<file path="src/rtl/jt51_wrseq_pkg.sv">
// Shared types and constants for the JT51 host-side write sequencer.
package jt51_wrseq_pkg;

  localparam int unsigned TMO_DEFAULT = 255;
  localparam int unsigned TMO_W       = 8;
  localparam int unsigned BYTE_W      = 8;

  typedef enum logic [2:0] {
    IDLE   = 3'd0,
    ADDR   = 3'd1,
    WAIT_A = 3'd2,
    DATA   = 3'd3,
    WAIT_D = 3'd4
  } state_t;

  typedef struct packed {
    logic [BYTE_W-1:0] addr;
    logic [BYTE_W-1:0] data;
  } pair_t;

  // States in which the busy timeout counter is armed
  function automatic logic is_timed(input state_t s);
    return s != IDLE;
  endfunction

endpackage

</file>
<file path="src/rtl/jt51_wrseq_fifo.sv">
// Register-based first-word-fall-through FIFO of (addr, data) pairs.
module jt51_wrseq_fifo
  import jt51_wrseq_pkg::*;
#(
  parameter int unsigned DEPTH = 8,
  parameter int unsigned AW    = 3
) (
  input  logic        clk,
  input  logic        rst_n,
  input  logic        flush,
  input  logic        push,
  input  logic        pop,
  input  pair_t       din,
  output pair_t       head,
  output logic        full,
  output logic        empty,
  output logic [AW:0] level
);

  pair_t          mem [DEPTH];
  logic [AW-1:0]  wr_ptr;
  logic [AW-1:0]  rd_ptr;
  logic           do_push;
  logic           do_pop;

  assign full    = level == (AW+1)'(DEPTH);
  assign empty   = level == '0;
  assign head    = mem[rd_ptr];
  // A pop on the same edge frees a slot, so a push into a full FIFO is legal then
  assign do_pop  = pop && !empty && !flush;
  assign do_push = push && !flush && (!full || do_pop);

  always_ff @(posedge clk or negedge rst_n) begin
    if (!rst_n) begin
      for (int unsigned i = 0; i < DEPTH; i++) mem[i] <= '0;
    end else if (do_push) begin
      mem[wr_ptr] <= din;
    end
  end

  always_ff @(posedge clk or negedge rst_n) begin
    if (!rst_n) begin
      wr_ptr <= '0;
      rd_ptr <= '0;
      level  <= '0;
    end else if (flush) begin
      wr_ptr <= '0;
      rd_ptr <= '0;
      level  <= '0;
    end else begin
      if (do_push) wr_ptr <= wr_ptr + AW'(1);
      if (do_pop)  rd_ptr <= rd_ptr + AW'(1);
      case ({do_push, do_pop})
        2'b10:   level <= level + (AW+1)'(1);
        2'b01:   level <= level - (AW+1)'(1);
        default: level <= level;
      endcase
    end
  end

endmodule

</file>
<file path="src/rtl/jt51_wrseq.sv">
// Buffers (addr, data) pairs and replays them on the JT51 bus as an
// address write followed by a data write, pacing itself on the busy flag.
module jt51_wrseq
  import jt51_wrseq_pkg::*;
#(
  parameter int unsigned DEPTH     = 8,
  parameter int unsigned AW        = 3,
  parameter int unsigned SKIP_ADDR = 1,
  parameter int unsigned TMO       = TMO_DEFAULT
) (
  input  logic              clk,
  input  logic              rst_n,
  input  logic              cen,
  input  logic              req_valid,
  input  logic [BYTE_W-1:0] req_addr,
  input  logic [BYTE_W-1:0] req_data,
  output logic              req_ready,
  input  logic              flush,
  output logic              write,
  output logic              a0,
  output logic [BYTE_W-1:0] dout,
  input  logic              busy,
  output logic [AW:0]       level,
  output logic              idle,
  output logic              err,
  input  logic              err_clr
);

  state_t             state_q, state_nx;
  pair_t              work_q, work_nx;
  pair_t              head;
  pair_t              req_pair;
  logic [BYTE_W-1:0]  last_addr_q, last_addr_nx;
  logic               last_vld_q, last_vld_nx;
  logic [TMO_W-1:0]   tmo_q, tmo_nx;
  logic               write_nx, a0_nx, err_nx;
  logic [BYTE_W-1:0]  dout_nx;
  logic               fifo_full, fifo_empty;
  logic               pop_c;
  logic               push_c;
  logic               tmo_hit;
  logic               busy_ok;
  logic               skip_hit;

  assign req_pair = '{addr: req_addr, data: req_data};
  assign req_ready = !fifo_full || pop_c;
  assign push_c    = req_valid && req_ready;
  assign idle      = fifo_empty && (state_q == IDLE);

  jt51_wrseq_fifo #(
    .DEPTH (DEPTH),
    .AW    (AW)
  ) u_fifo (
    .clk   (clk),
    .rst_n (rst_n),
    .flush (flush),
    .push  (push_c),
    .pop   (pop_c),
    .din   (req_pair),
    .head  (head),
    .full  (fifo_full),
    .empty (fifo_empty),
    .level (level)
  );

  // A timeout is the TMO-th busy tick; that edge behaves as if busy were low
  assign tmo_hit  = busy && (tmo_q == TMO_W'(TMO - 1));
  assign busy_ok  = !busy || tmo_hit;
  assign skip_hit = (SKIP_ADDR != 0) && last_vld_q && (head.addr == last_addr_q);

  always_ff @(posedge clk or negedge rst_n) begin
    if (!rst_n) begin
      state_q     <= IDLE;
      work_q      <= '0;
      last_addr_q <= '0;
      last_vld_q  <= 1'b0;
      tmo_q       <= '0;
      write       <= 1'b0;
      a0          <= 1'b0;
      dout        <= '0;
      err         <= 1'b0;
    end else begin
      state_q     <= state_nx;
      work_q      <= work_nx;
      last_addr_q <= last_addr_nx;
      last_vld_q  <= last_vld_nx;
      tmo_q       <= tmo_nx;
      write       <= write_nx;
      a0          <= a0_nx;
      dout        <= dout_nx;
      err         <= err_nx;
    end
  end

  always_comb begin
    state_nx     = state_q;
    work_nx      = work_q;
    last_addr_nx = last_addr_q;
    last_vld_nx  = last_vld_q;
    tmo_nx       = tmo_q;
    write_nx     = write;
    a0_nx        = a0;
    dout_nx      = dout;
    err_nx       = err;
    pop_c        = 1'b0;

    if (cen) begin
      case (state_q)
        IDLE: begin
          if (!fifo_empty) begin
            pop_c    = 1'b1;
            work_nx  = head;
            write_nx = 1'b1;
            if (skip_hit) begin
              state_nx = DATA;
              a0_nx    = 1'b1;
              dout_nx  = head.data;
            end else begin
              state_nx = ADDR;
              a0_nx    = 1'b0;
              dout_nx  = head.addr;
            end
          end
        end
        ADDR: begin
          if (busy_ok) begin
            write_nx     = 1'b0;
            last_addr_nx = work_q.addr;
            // A forced accept may not have reached the chip, so do not trust it
            last_vld_nx  = !tmo_hit;
            state_nx     = WAIT_A;
          end
        end
        WAIT_A: begin
          if (busy_ok) begin
            write_nx = 1'b1;
            a0_nx    = 1'b1;
            dout_nx  = work_q.data;
            state_nx = DATA;
          end
        end
        DATA: begin
          if (busy_ok) begin
            write_nx = 1'b0;
            state_nx = WAIT_D;
          end
        end
        WAIT_D: begin
          if (busy_ok) state_nx = IDLE;
        end
        default: state_nx = IDLE;
      endcase
    end

    if (err_clr) err_nx = 1'b0;
    if (cen && tmo_hit && is_timed(state_q)) err_nx = 1'b1;

    if (flush) begin
      state_nx    = IDLE;
      write_nx    = 1'b0;
      last_vld_nx = 1'b0;
      pop_c       = 1'b0;
    end

    if (state_nx != state_q) begin
      tmo_nx = '0;
    end else if (cen && busy && is_timed(state_q)) begin
      tmo_nx = tmo_q + TMO_W'(1);
    end
  end

endmodule

</file>
<file path="config.mk">
export PLATFORM = sky130hd
export DESIGN_NAME = jt51_wrseq
export DESIGN_NICKNAME = d
export VERILOG_FILES = /design/src/rtl/jt51_wrseq_pkg.sv /design/src/rtl/jt51_wrseq_fifo.sv /design/src/rtl/jt51_wrseq.sv
export SDC_FILE = /design/constraint.sdc
export NUM_CORES = 1
export LEC_CHECK = 0
export CORE_MARGIN = 3
export CORE_UTILIZATION = 61
export DETAILED_ROUTE_END_ITERATION = 8
export MAX_ROUTING_LAYER = met4
export PLACE_DENSITY = 0.82
export RECOVER_POWER = 100
export SETUP_SLACK_MARGIN = 0.02
export SLEW_MARGIN = 20
export SYNTH_ARGS = -nofsm -noshare
export SYNTH_HDL_FRONTEND = slang
export SYNTH_HIERARCHICAL = 1
export SYNTH_SLANG_ARGS = --single-unit
export TNS_END_PERCENT = 5
</file>
<file path="constraint.sdc">
create_clock -name clk -period 4.15 [get_ports clk]
set_input_delay 0.6225 -clock clk [delete_from_list [all_inputs] [get_ports clk]]
set_output_delay 0.6225 -clock clk [all_outputs]
set_load 0.03 [all_outputs]
</file>
[Yosys cells after proc, flatten, opt, wreduce, memory -nomap -nowiden]
Cells that the tools add are included.
Widths: inputs -> output; s select.
Storage, ports and cells
  input port bits: 23
  output and inout bits: 17
  register bits: 185
  word-level logic and storage cells: 141
Operators by class
  bitwise gates (word level): 3
  order comparisons: 3
  $add $sub $neg: 5
  multiplexer cells: 46
  eq/ne operators: 15
  reduce and logical (&&, ||, !) cells: 40
Operators with widths (number)
  $bwmux 128: 1
  $bmux 16 s3: 1
  $demux 16 s3: 1
  $mux 16: 3
  $mux 8: 5
  $mux 3: 11
  $mux 1: 17
  $pmux 8 s2: 1
  $reduce_bool 2->1: 8
  $pmux 3 s5: 1
  $logic_and 1x1->1: 13
  $reduce_and 3->1: 3
  $add 8x1->8 const B: 1
  $eq 8x8->1: 1
  $eq 8x8->1 const B: 1
  $ge 4x4->1 const B: 2
  $not 3->4: 2
  $pmux 4 s2: 1
  $add 3x1->3 const B: 2
  $eq 3x2->1 const B: 2
  $ne 3x3->1 const B: 2
  $reduce_bool 3->1: 2
  $logic_not 1->1: 5
  $reduce_and 5->1: 1
  other kinds (22): 25

[Depth between registers and ports, before layout]
Gate-level depths: netlist of the first run.
  depth in word-level cells: 13
  mapped depth: 13
  gate-level depth less buffers: 11

[By module]
Netlist of the first run, hierarchy kept.
By module, submodules not included
  jt51_wrseq_fifo: area an instance 6496.2 µm², cells an instance 404, seq. area each 3453.3 µm², times used 1
  jt51_wrseq: area an instance 2463.6 µm², cells an instance 227, seq. area each 1176.1 µm², times used 1

[Worst setup path before layout of the first run]
No wires, ideal clock.
  path kind: reg-to-reg
  from: register u_fifo.level[0]
  to: register u_fifo/mem[116] (netlist name)
  data required time: 4.025 ns
  path slack: -0.004 ns
  library setup time: 0.125 ns
  stages on the path, launching flop included: 13
  clock period less this slack: 4.154 ns
  data arrival time: 4.029 ns
  buffers on the path: 3
  cells stage by stage: dfrtp_1 -> or3_1 -> nor2_1 -> or4_1 -> buf_4 -> o21ai_0 -> and2_1 -> buf_2 -> nor3b_1 -> nor2b_1 -> nor3b_4 -> buf_4 -> mux2_2
On the way
  longest elaborated chain between the ends: 9
  elaborated cells on any way between the ends: 15
  classes of those cells: 1 x eq/ne; 4 x mux; 10 x reduce/logical
Ends and longest elaborated chain
  start: declaration: line jt51_wrseq_fifo.sv:17  | output logic [AW:0] level
  start signal: assignment: line jt51_wrseq_fifo.sv:54  | 2'b10: level <= level + (AW+1)'(1);
  start signal: assignment: line jt51_wrseq_fifo.sv:55  | 2'b01: level <= level - (AW+1)'(1);
  start signal: assignment: line jt51_wrseq_fifo.sv:56  | default: level <= level;
  $logic_not 4->1: line jt51_wrseq_fifo.sv:27  | assign empty = level == '0;
  net fifo_empty: line jt51_wrseq.sv:38  | logic fifo_full, fifo_empty;
  $mux 1: line jt51_wrseq.sv:110  | if (!fifo_empty) begin
  $mux 1: line jt51_wrseq.sv:108  | case (state_q)
  $mux 1: line jt51_wrseq.sv:107  | if (cen) begin
  $mux 1: line jt51_wrseq.sv:158  | if (flush) begin
  $logic_or 1x1->1: line jt51_wrseq.sv:46  | assign req_ready = !fifo_full || pop_c;
  net req_ready: line jt51_wrseq.sv:17  | output logic req_ready,
  $logic_and 1x1->1: line jt51_wrseq.sv:47  | assign push_c = req_valid && req_ready;
  net push_c: line jt51_wrseq.sv:40  | logic push_c;
  $logic_and 1x1->1 (2 in a row): line jt51_wrseq_fifo.sv:31  | assign do_push = push && !flush && (!full || do_pop);
  end signal: indexed assignment: line jt51_wrseq_fifo.sv:37  | mem[wr_ptr] <= din;
  end: declaration: line jt51_wrseq_fifo.sv:20  | pair_t mem [DEPTH];
The timed path passes the listed nets, and every way through them passes these cells.
A chain may end at the register's enable or synchronous reset.

[Worst setup path in the final report of the first run]
  from: register u_fifo.level[0]
  to: register u_fifo/mem[34] (netlist name)
On the way
  longest elaborated chain between the ends: 9
  elaborated cells on any way between the ends: 15
  classes of those cells: 1 x eq/ne; 4 x mux; 10 x reduce/logical
Ends and longest elaborated chain (line)
  $logic_not 4->1: jt51_wrseq_fifo.sv:27
  net fifo_empty: jt51_wrseq.sv:38
  $mux 1: jt51_wrseq.sv:110
  $mux 1: jt51_wrseq.sv:108
  $mux 1: jt51_wrseq.sv:107
  $mux 1: jt51_wrseq.sv:158
  $logic_or 1x1->1: jt51_wrseq.sv:46
  $logic_and 1x1->1: jt51_wrseq.sv:47
  net push_c: jt51_wrseq.sv:40
  $logic_and 1x1->1 (2 in a row): jt51_wrseq_fifo.sv:31
The timed path passes the listed nets, and every way through them passes these cells.

==> results.txt, run 1 <==
----------------------------------------------------
[STA]
  Total negative slack for setup checks ... 0 ns
  Part of the cycle the worst path needs ... 0.8931
  Achievable Freq ... 269.8 MHz
  Number of slew-limit violations in the final report ... 109
  Setup repair after global routing missed its margin ... no
  Max transition margin ... -0.7573
  Setup violation total in the final timing report ... 0
  Final Hold Viols ... 0
  Transition time at the pin with the least slew margin ... between 2 and 3 ns
  Skew final ... ~0.012 ns
  Minimum setup slack in the final design ... 0.4437 ns
  Final critical delay including setup and external delays ... 3.706 ns

[Worst setup path]
  Worst setup EP type ... flop
  Worst endpoint data arrival time ... 4.03 ns
  Cell at the slowest stage of the critical path ... sky130_fd_sc_hd__or4_1
  Category of the critical setup timing path ... reg -> reg
  Startpoint class of the critical path ... flop
  Top cell by count, worst path ... sky130_fd_sc_hd__nor2_1
  Endpoint required time on the critical path ... ~4.5 ns
  Worst-path maximum fanout ... 10
  Worst-path cell chain ... or3_1 > nor2_1 > or4_1 > o21ai_1 > and2_0 > nand3b_1 > nor2_1 > nand3_1 > clkbuf_2 > mux2_2
  Maximum cell stage delay along the critical path ... roughly 0.54 ns

[Die]
  Height of the die ... 127.2 um
  Initial standard-cell utilization of the core ... 0.6356
  Width of the chip ... 127.2 um
  Row Count ... 43
  Die ar. ... 16180 sq um
  Number of primary I/O pins ... 40
  Core Area ... 14100 sq um

[Placement]
  Half-perimeter wire length after detailed placement ... 11970 um
  Pre-CTS setup slack ... 0.3426 ns
  Count of buffers inserted at the top-level ports ... 39
  RePlAce Congestion ... 0.8299
  Cell count after placement ... around 840

[Cells and area]
  Area growth from synthesis to layout ... 11.00%
  Non-filler instance count after layout ... 869
  Diode insertion count for antenna repair ... 0
  Ratio of cells with drive above 1 in the final layout ... 0.3527
  FF+latch area ... between 4000 and 5000 sq um
  Number of fillers in the final layout ... between 900 and 1000
  Post-layout nets ... 706
  Multi-input combinational cell area ... 3906 sq um

[CTS]
  CTS resizes ... 0
  Inserted Clock Buffers ... 17
  Post-CTS repair timing setup buffer count ... 0
  CTS Root Buffer Type ... sky130_fd_sc_hd__clkbuf_16
  Depth of the CTS H-tree ... 4
  Count of clock tree sinks ... approximately 190
  Clock slew at the register clock pins of the worst setup and hold paths ... 0.07 ns
  CTS tree ... yes
  Bufs on Longest Clock Path ... 2
  Number of hold buffers added after CTS ... 0
  Latest clock arrival within the worst-skew pair ... 0.44 ns

[Yosys]
  Main area contributors after synthesis ... sky130_fd_sc_hd__dfrtp_1 (52%), sky130_fd_sc_hd__mux2_2 (19%), sky130_fd_sc_hd__mux4_2 (8.0%)
  Sequential share of the synthesized area ... 0.5167
  Share of flip-flops with an asynchronous set or reset ... 1.000
  Gate count after technology mapping ... 631
  Post-synthesis mux area share ... 0.3053
  Most used flip-flop cell after synthesis ... sky130_fd_sc_hd__dfrtp_1
  Area share of the leading cell type in the synthesized netlist ... 0.5167
  Dominant cell type by area after synthesis ... sky130_fd_sc_hd__dfrtp_1
  Share of the synthesized area in compound gates (AO/OA/AOI/OAI) ... 0.05083
  Post-synthesis cell type count ... 58
  Post-synthesis instance area ... 8960 sq um
  Combinational family with the most area after synthesis ... multiplexers
  Total of warnings raised by yosys ... 6
  Net Count, Synth ... 661
  Post-synthesis adder-cell area fraction ... 0.01061
  Synth Area per Inst ... 14.20 sq um
  Simple logic cell fraction of the synthesized area ... 0.06033
  EDFF count, synth ... 0
  Count of state elements after synthesis ... around 190
  Post-Synth XOR/XNOR Area ... 0.02053

[Global route]
  First-pass GRT wire length ... ~30000 um
  Total global routing track utilization ... 0.2458
  Number of global-route vias before repair ... around 5700
  Pin count of the biggest net entering global routing ... 109
  Leftover overflow at the end of global routing ... 0
  Number of antenna violations at the first check in global routing ... 0

[Route]
  Post-route DRC violation count ... 0
  Antenna viol nets, final ... 0
  Initial DRC Count ... 475
  Final routed wirelength across all metal layers ... 18020 um
  Number of vias after detailed routing ... 5404
  Routed vias/inst ... between 6 and 7
  First-pass DRT Iterations ... 5
  Wire length per cell ... 20.73 um

[Power]
  Power per standard cell area ... between 600 and 700 nW/um^2
  Largest voltage drop on the vdd net ... 0.3773 mV
  Static Leakage ... 4.508 nW

[Status]
  Status ... complete, but fails checks
  Violated checks ... capacitance limit, slew limit

[Min path]
  Type of the tightest min-delay check ... reg -> reg

[Flow run]
  Max cap viols ... 1

----------------------------------------------------
==> flip-flops by register name, indices dropped and copies added, names as in the netlist <==
register	count
dout	8
u_fifo/level	4
state_q	3
u_fifo/rd_ptr	3
last_vld_q	1
err	1
write	1
tmo_q	8
work_q	16
last_addr_q	8
u_fifo/mem	128
u_fifo/wr_ptr	3
a0	1
==> synthesized netlist by cell type (all sizes together), types with 2 or more instances <==
cell    number
nor4         3
nand2       10
nor2b        4
inv         24
nand2b       3
or2          2
o22ai        9
or3          2
nor3b        2
o211ai       5
o21ai       14
and2         3
mux2       169
clkbuf      12
xnor2        5
a211oi      14
a31oi       10
buf         24
nor3         5
mux2i        4
and3         2
or4          3
a21oi        6
dfrtp      185
ha           6
xor2        16
mux4        32
nand3        5
o311a        2
nor2        32
nand4        5
==> cell usage in the layout (no fill, tap or decap), types with 3 or more instances in the layout <==
| cell type | count |
|---|---|
| sky130_fd_sc_hd__mux2_1 | 20 |
| sky130_fd_sc_hd__mux2i_1 | 4 |
| sky130_fd_sc_hd__nand3_1 | 5 |
| sky130_fd_sc_hd__a21oi_1 | 6 |
| sky130_fd_sc_hd__nor3_1 | 4 |
| sky130_fd_sc_hd__nand2_1 | 10 |
| sky130_fd_sc_hd__nor2b_1 | 3 |
| sky130_fd_sc_hd__mux2_2 | 148 |
| sky130_fd_sc_hd__clkinvlp_4 | 3 |
| sky130_fd_sc_hd__clkdlybuf4s50_1 | 21 |
| sky130_fd_sc_hd__buf_4 | 11 |
| sky130_fd_sc_hd__nor2_1 | 32 |
| sky130_fd_sc_hd__or4_1 | 3 |
| sky130_fd_sc_hd__clkbuf_2 | 7 |
| sky130_fd_sc_hd__o211ai_1 | 5 |
| sky130_fd_sc_hd__mux4_2 | 32 |
| sky130_fd_sc_hd__dlygate4sd3_1 | 17 |
| sky130_fd_sc_hd__clkinv_4 | 4 |
| sky130_fd_sc_hd__o22ai_1 | 9 |
| sky130_fd_sc_hd__xnor2_1 | 5 |
| sky130_fd_sc_hd__nand4_1 | 4 |
| sky130_fd_sc_hd__a31oi_1 | 10 |
| sky130_fd_sc_hd__inv_6 | 3 |
| sky130_fd_sc_hd__inv_1 | 24 |
| sky130_fd_sc_hd__xor2_1 | 16 |
| sky130_fd_sc_hd__clkbuf_1 | 5 |
| sky130_fd_sc_hd__clkbuf_16 | 17 |
| sky130_fd_sc_hd__dfrtp_1 | 185 |
| sky130_fd_sc_hd__a211oi_1 | 14 |
| sky130_fd_sc_hd__ha_1 | 6 |
| sky130_fd_sc_hd__o21ai_0 | 13 |
==> kinds of logic (layout without fill, tap and decap cells) <==
kind of cell | Yosys count | in the layout
AOI/OAI and AO/OA | 67 | 67
xor gates and xnor gates | 21 | 21
adders and majority gates | 7 | 7
DFF | 185 | 185
buffers and inverters | 60 | 118
muxes | 205 | 205
and+or+nand+nor | 86 | 86
==> critical path, delay by kind of cell, from the launching register on <==
kind	cells	cell delay [ns]
and+or+nand+nor	7	2.19
DFF	1	0.50
buffers and inverters	1	0.39
muxes	1	0.34
AOI/OAI and AO/OA	1	0.17
==> metrics by stage <==
| step | hold WS, ns | area (sq um) | util | power (mW) |
|---|---|---|---|---|
| after CTS | 0.3575 | 10100 | 0.7165 | 6.139 |
| after detailed placement | 0.4881 | 9545 | 0.6772 | 4.603 |
| after global placement | 0.4822 | 9545 | 0.6772 | 4.486 |
| final | 0.4916 | 9946 | 0.7056 | 5.970 |
| after global routing | 0.5122 | 9946 | 0.7056 | 6.299 |
| after floorplan | 0.3269 | 8960 | - | 4.036 |
==> layout make-up <==
| type | count | share of cell area |
|---|---|---|
| multi-input cells | 386 | 0.3928 |
| flip-flops and latches | 185 | 0.4655 |
| clock inverters | 13 | 0.01120 |
| well taps | 180 | 0.02264 |
| repair buffers | 62 | 0.05435 |
| clock buffers | 19 | 0.04453 |
| inverters | 24 | 0.009058 |
==> path summary, 6_finish.rpt <==
check | startpoint | end | slack (ns) | depth (start not counted)
setup reg to reg | u_fifo/level[0]$_DFFE_PN0P_ | u_fifo/mem[34]$_DFFE_PN0P_ | 0.44 | 10
hold reg to reg | u_fifo/mem[6]$_DFFE_PN0P_ | u_fifo/mem[6]$_DFFE_PN0P_ | 0.49 | 1
min in group asynchronous | rst_n | u_fifo/level[2]$_DFFE_PN0P_ | 0.99 | 1
setup / recovery | u_fifo/level[0]$_DFFE_PN0P_ | u_fifo/mem[34]$_DFFE_PN0P_ | 0.44 | 10
max in group asynchronous | rst_n | last_addr_q[2]$_DFFE_PN0P_ | 0.86 | 2
hold / removal | u_fifo/mem[6]$_DFFE_PN0P_ | u_fifo/mem[6]$_DFFE_PN0P_ | 0.49 | 1
==> per-layer routing <==
layer	wire length, um	global-route usage
met4	347	0.09148
met5	0	-
met3	758	0.05100
met1	7826	0.3263
met2	9083	0.3801
==> report_power, final <==
group / internal, mW / switching [mW]
combinational: 0.935 / 0.905
clock: 0.797 / 0.713
sequential: 2.30 / 0.322
Note: power is estimated with default switching activity, not from simulation.
==> run 2, diff against run 1 <==
--- a/config.mk
+++ b/config.mk
@@ -8,6 +8,7 @@
 export CORE_MARGIN = 3
 export CORE_UTILIZATION = 61
 export DETAILED_ROUTE_END_ITERATION = 8
+export GPL_TIMING_DRIVEN = 1
 export MAX_ROUTING_LAYER = met4
 export PLACE_DENSITY = 0.82
 export RECOVER_POWER = 100
==> constraint.sdc (replaced) <==
create_clock -name clk -period 4.15 [get_ports clk]
set_input_delay 0.6225 -clock clk [delete_from_list [all_inputs] [get_ports clk]]
set_output_delay 0.6225 -clock clk [all_outputs]
set_load 0.01 [all_outputs]
==> run 2 against run 1 <==
  * The run still ends with capacitance limit, slew limit left
  * Combinational power shrank 5%
  * Setup slack better by 0.0071 ns
  * Global-route usage rose by 0.59 points
  * Worst hold slack hardly changed
  * Die area unchanged
  * Critical endpoint is now state_q[1]$_DFF_PN0_
==> results.txt, run 2 (synthesis gave the netlist of run 1 again) <==
----------------------------------------------------
[Status]
  Status ... complete, but fails checks
  Violated checks ... capacitance limit, slew limit

[Die]
  Core Area ... 14100 sq um (unchanged)
  Width of the chip ... 127.2 um (unchanged)
  Row Count ... 43 (unchanged)
  Height of the die ... 127.2 um (unchanged)
  Die ar. ... 16180 sq um (unchanged)
  Number of primary I/O pins ... 40 (unchanged)
  Initial standard-cell utilization of the core ... 0.6356 (unchanged)

[Cells and area]
  Post-layout nets ... 709 (+0.42%)
  Most used cells in the layout excluding fill and tap cells ... sky130_fd_sc_hd__dfrtp_1 (185), sky130_fd_sc_hd__mux2_2 (145), sky130_fd_sc_hd__nor2_1 (32), sky130_fd_sc_hd__mux4_2 (32), sky130_fd_sc_hd__inv_1 (24)
  Area growth from synthesis to layout ... 10.65%
  Diode insertion count for antenna repair ... 0 (unchanged)
  Commonest non-fill, non-tap cell in the layout ... sky130_fd_sc_hd__dfrtp_1
  Ratio of cells with drive above 1 in the final layout ... 0.3425 (-0.01020)
  Register containing the most flip-flops in the final layout ... u_fifo/mem
  Largest registers ... u_fifo/mem x128, work_q x16
  Flip-flop count of the largest register, all copies and words added ... 128 (unchanged)
  Post-route core utilization ... 0.7034 (-0.002219)

[STA]
  Post-Route Hold Slack ... 0.4916 ns (-0.00002500 ns)
  Part of the cycle the worst path needs ... 0.8914 (-0.001706)
  Achievable Freq ... 270.3 MHz (+0.19%)
  Setup repair after global routing missed its margin ... no
  Number of slew-limit violations in the final report ... 112 (+2.8%)
  Total negative slack for setup checks ... 0 ns (unchanged)
  Skew final ... 0.01078 ns (-0.0007502 ns)
  Transition time at the pin with the least slew margin ... 2.760 ns (+0.1237 ns)
  Setup violation total in the final timing report ... 0 (unchanged)
  Final critical delay including setup and external delays ... 3.699 ns (-0.007078 ns)
  Max transition margin ... -0.8398 (-0.08246)
  Final Hold Viols ... 0 (unchanged)

[Worst setup path]
  Endpoint required time on the critical path ... 4.51 ns (+0.04 ns)
  Startpoint class of the critical path ... flop
  Category of the critical setup timing path ... reg -> reg
  Worst endpoint data arrival time ... 4.06 ns (+0.03 ns)
  Worst setup EP type ... flop
  Startpoint of the worst-slack reg-to-reg timing path ... u_fifo/rd_ptr[0]$_DFFE_PN0P_
  Worst-path maximum fanout ... 18 (+8)
  CP startpoint ... u_fifo/rd_ptr[0]$_DFFE_PN0P_

[CTS]
  Post-CTS repair timing setup buffer count ... 0 (unchanged)
  CTS Root Buffer Type ... sky130_fd_sc_hd__clkbuf_16
  Latest clock arrival within the worst-skew pair ... 0.43 ns (about the same)
  Bufs on Longest Clock Path ... 2 (unchanged)
  Depth of the CTS H-tree ... 4 (unchanged)
  Clock slew at the register clock pins of the worst setup and hold paths ... 0.07 ns (about the same)
  Count of clock tree sinks ... 185 (unchanged)
  Inserted Clock Buffers ... 17 (unchanged)
  CTS tree ... yes
  CTS resizes ... 0 (unchanged)
  Number of hold buffers added after CTS ... 0 (unchanged)

[Global route]
  First-pass GRT wire length ... 30600 um (+2.4%)
  Routing layer with the top usage in global route ... met2
  Leftover overflow at the end of global routing ... 0 (unchanged)
  GR Util met2 ... 0.4144 (+0.03425)
  Global-route track usage on met1 ... 0.3158 (-0.01054)
  Pin count of the biggest net entering global routing ... 112 (+2.8%)
  Number of antenna violations at the first check in global routing ... 0 (unchanged)
  Number of global-route vias before repair ... 5793 (+1.5%)
  Met3 routing resource usage after global routing ... 0.05811 (+0.007107)
  Total global routing track utilization ... 0.2517 (+0.005887)

[Power]
  Static Leakage ... 4.510 nW (about the same)
  Overall power after layout ... 5.878 mW (-1.5%)
  Largest voltage drop on the vdd net ... 0.3757 mV (-0.44%)
  Power per standard cell area ... 592.9 nW/um^2 (-1.2%)

[Min path]
  Type of the tightest min-delay check ... reg -> reg
  Origin of the worst min-delay path ... u_fifo/mem[4]$_DFFE_PN0P_

[Flow run]
  Max cap viols ... 1 (unchanged)

[Route]
  Antenna viol nets, final ... 0 (unchanged)
  Post-route DRC violation count ... 0 (unchanged)
  Final routed wirelength across all metal layers ... 18660 um (+3.6%)
  Routed vias/inst ... 6.231 (+0.19%)
  Wire length per cell ... 21.39 um (+3.2%)
  Number of vias after detailed routing ... 5433 (+0.54%)
  Initial DRC Count ... 357 (-25%)
  First-pass DRT Iterations ... 5 (unchanged)

[Placement]
  Half-perimeter wire length after detailed placement ... 12270 um (+2.5%)
  RePlAce Congestion ... 0.8277 (-0.27%)
  Count of buffers inserted at the top-level ports ... 39 (unchanged)

----------------------------------------------------
run 2: cell count changes in the layout (fill, tap and decap cells not counted), moves of 2 or more:
| cell | previous run | this run |
|---|---|---|
| sky130_fd_sc_hd__clkbuf_1 | 5 | 10 |
| sky130_fd_sc_hd__mux2_2 | 148 | 145 |
| sky130_fd_sc_hd__clkbuf_2 | 7 | 9 |
| sky130_fd_sc_hd__clkinvlp_4 | 3 | 1 |
| sky130_fd_sc_hd__mux2_1 | 20 | 23 |
run 2: worst paths after layout:
path	cells past startpoint	endpoint	slack [ns]
setup / recovery	8	state_q[1]$_DFF_PN0_	0.45
max in group asynchronous	2	u_fifo/mem[82]$_DFFE_PN0P_	0.90
hold reg to reg	1	u_fifo/mem[4]$_DFFE_PN0P_	0.49
min in group asynchronous	1	u_fifo/mem[24]$_DFFE_PN0P_	1.06
setup reg to reg	8	state_q[1]$_DFF_PN0_	0.45
hold / removal	1	u_fifo/mem[4]$_DFFE_PN0P_	0.49
run 2: layout make-up:
class / instances / area, sq um
clock inverter: 12 / 107.6
tap: 180 / 225.2
multi-input combinational: 386 / 3891
timing repair buffer: 65 / 534.3
fill: 968 / 4182
inverter: 24 / 90.09
clock buffer: 20 / 436.7
sequential: 185 / 4629
run 2: critical path, stage by stage, from the launching register on:
cell,delay (ns)
sky130_fd_sc_hd__dfrtp_1,1.06
sky130_fd_sc_hd__buf_4,0.32
sky130_fd_sc_hd__mux4_2,0.51
sky130_fd_sc_hd__mux2_1,0.36
sky130_fd_sc_hd__xnor2_1,0.14
sky130_fd_sc_hd__and2_0,0.39
sky130_fd_sc_hd__and3_1,0.48
sky130_fd_sc_hd__a211o_1,0.19
sky130_fd_sc_hd__and4b_1,0.18
run 2: metal layers:
layer	vias to the layer above	wire (um)
met4	0	420
li1	2420	-
met2	151	9385
met3	31	849
met5	-	0
met1	2831	8000
run 2: power breakdown:
group	internal [mW]	switching, mW	leakage (nW)
Sequential	2.30	0.330	2.42
Combinational	0.933	0.804	1.83
Clock	0.789	0.724	0.266
run 2: metrics by stage:
| step | area [sq um] | cells | setup WS [ns] |
|---|---|---|---|
| global placement | 9543 | 840 | 0.3907 |
| floorplan | 8960 | 631 | 0.5472 |
| finish | 9915 | 872 | 0.4507 |
| global route | 9915 | 872 | 0.1557 |
| detailed placement | 9543 | 840 | 0.3260 |
| CTS | 10090 | 872 | 0.5837 |
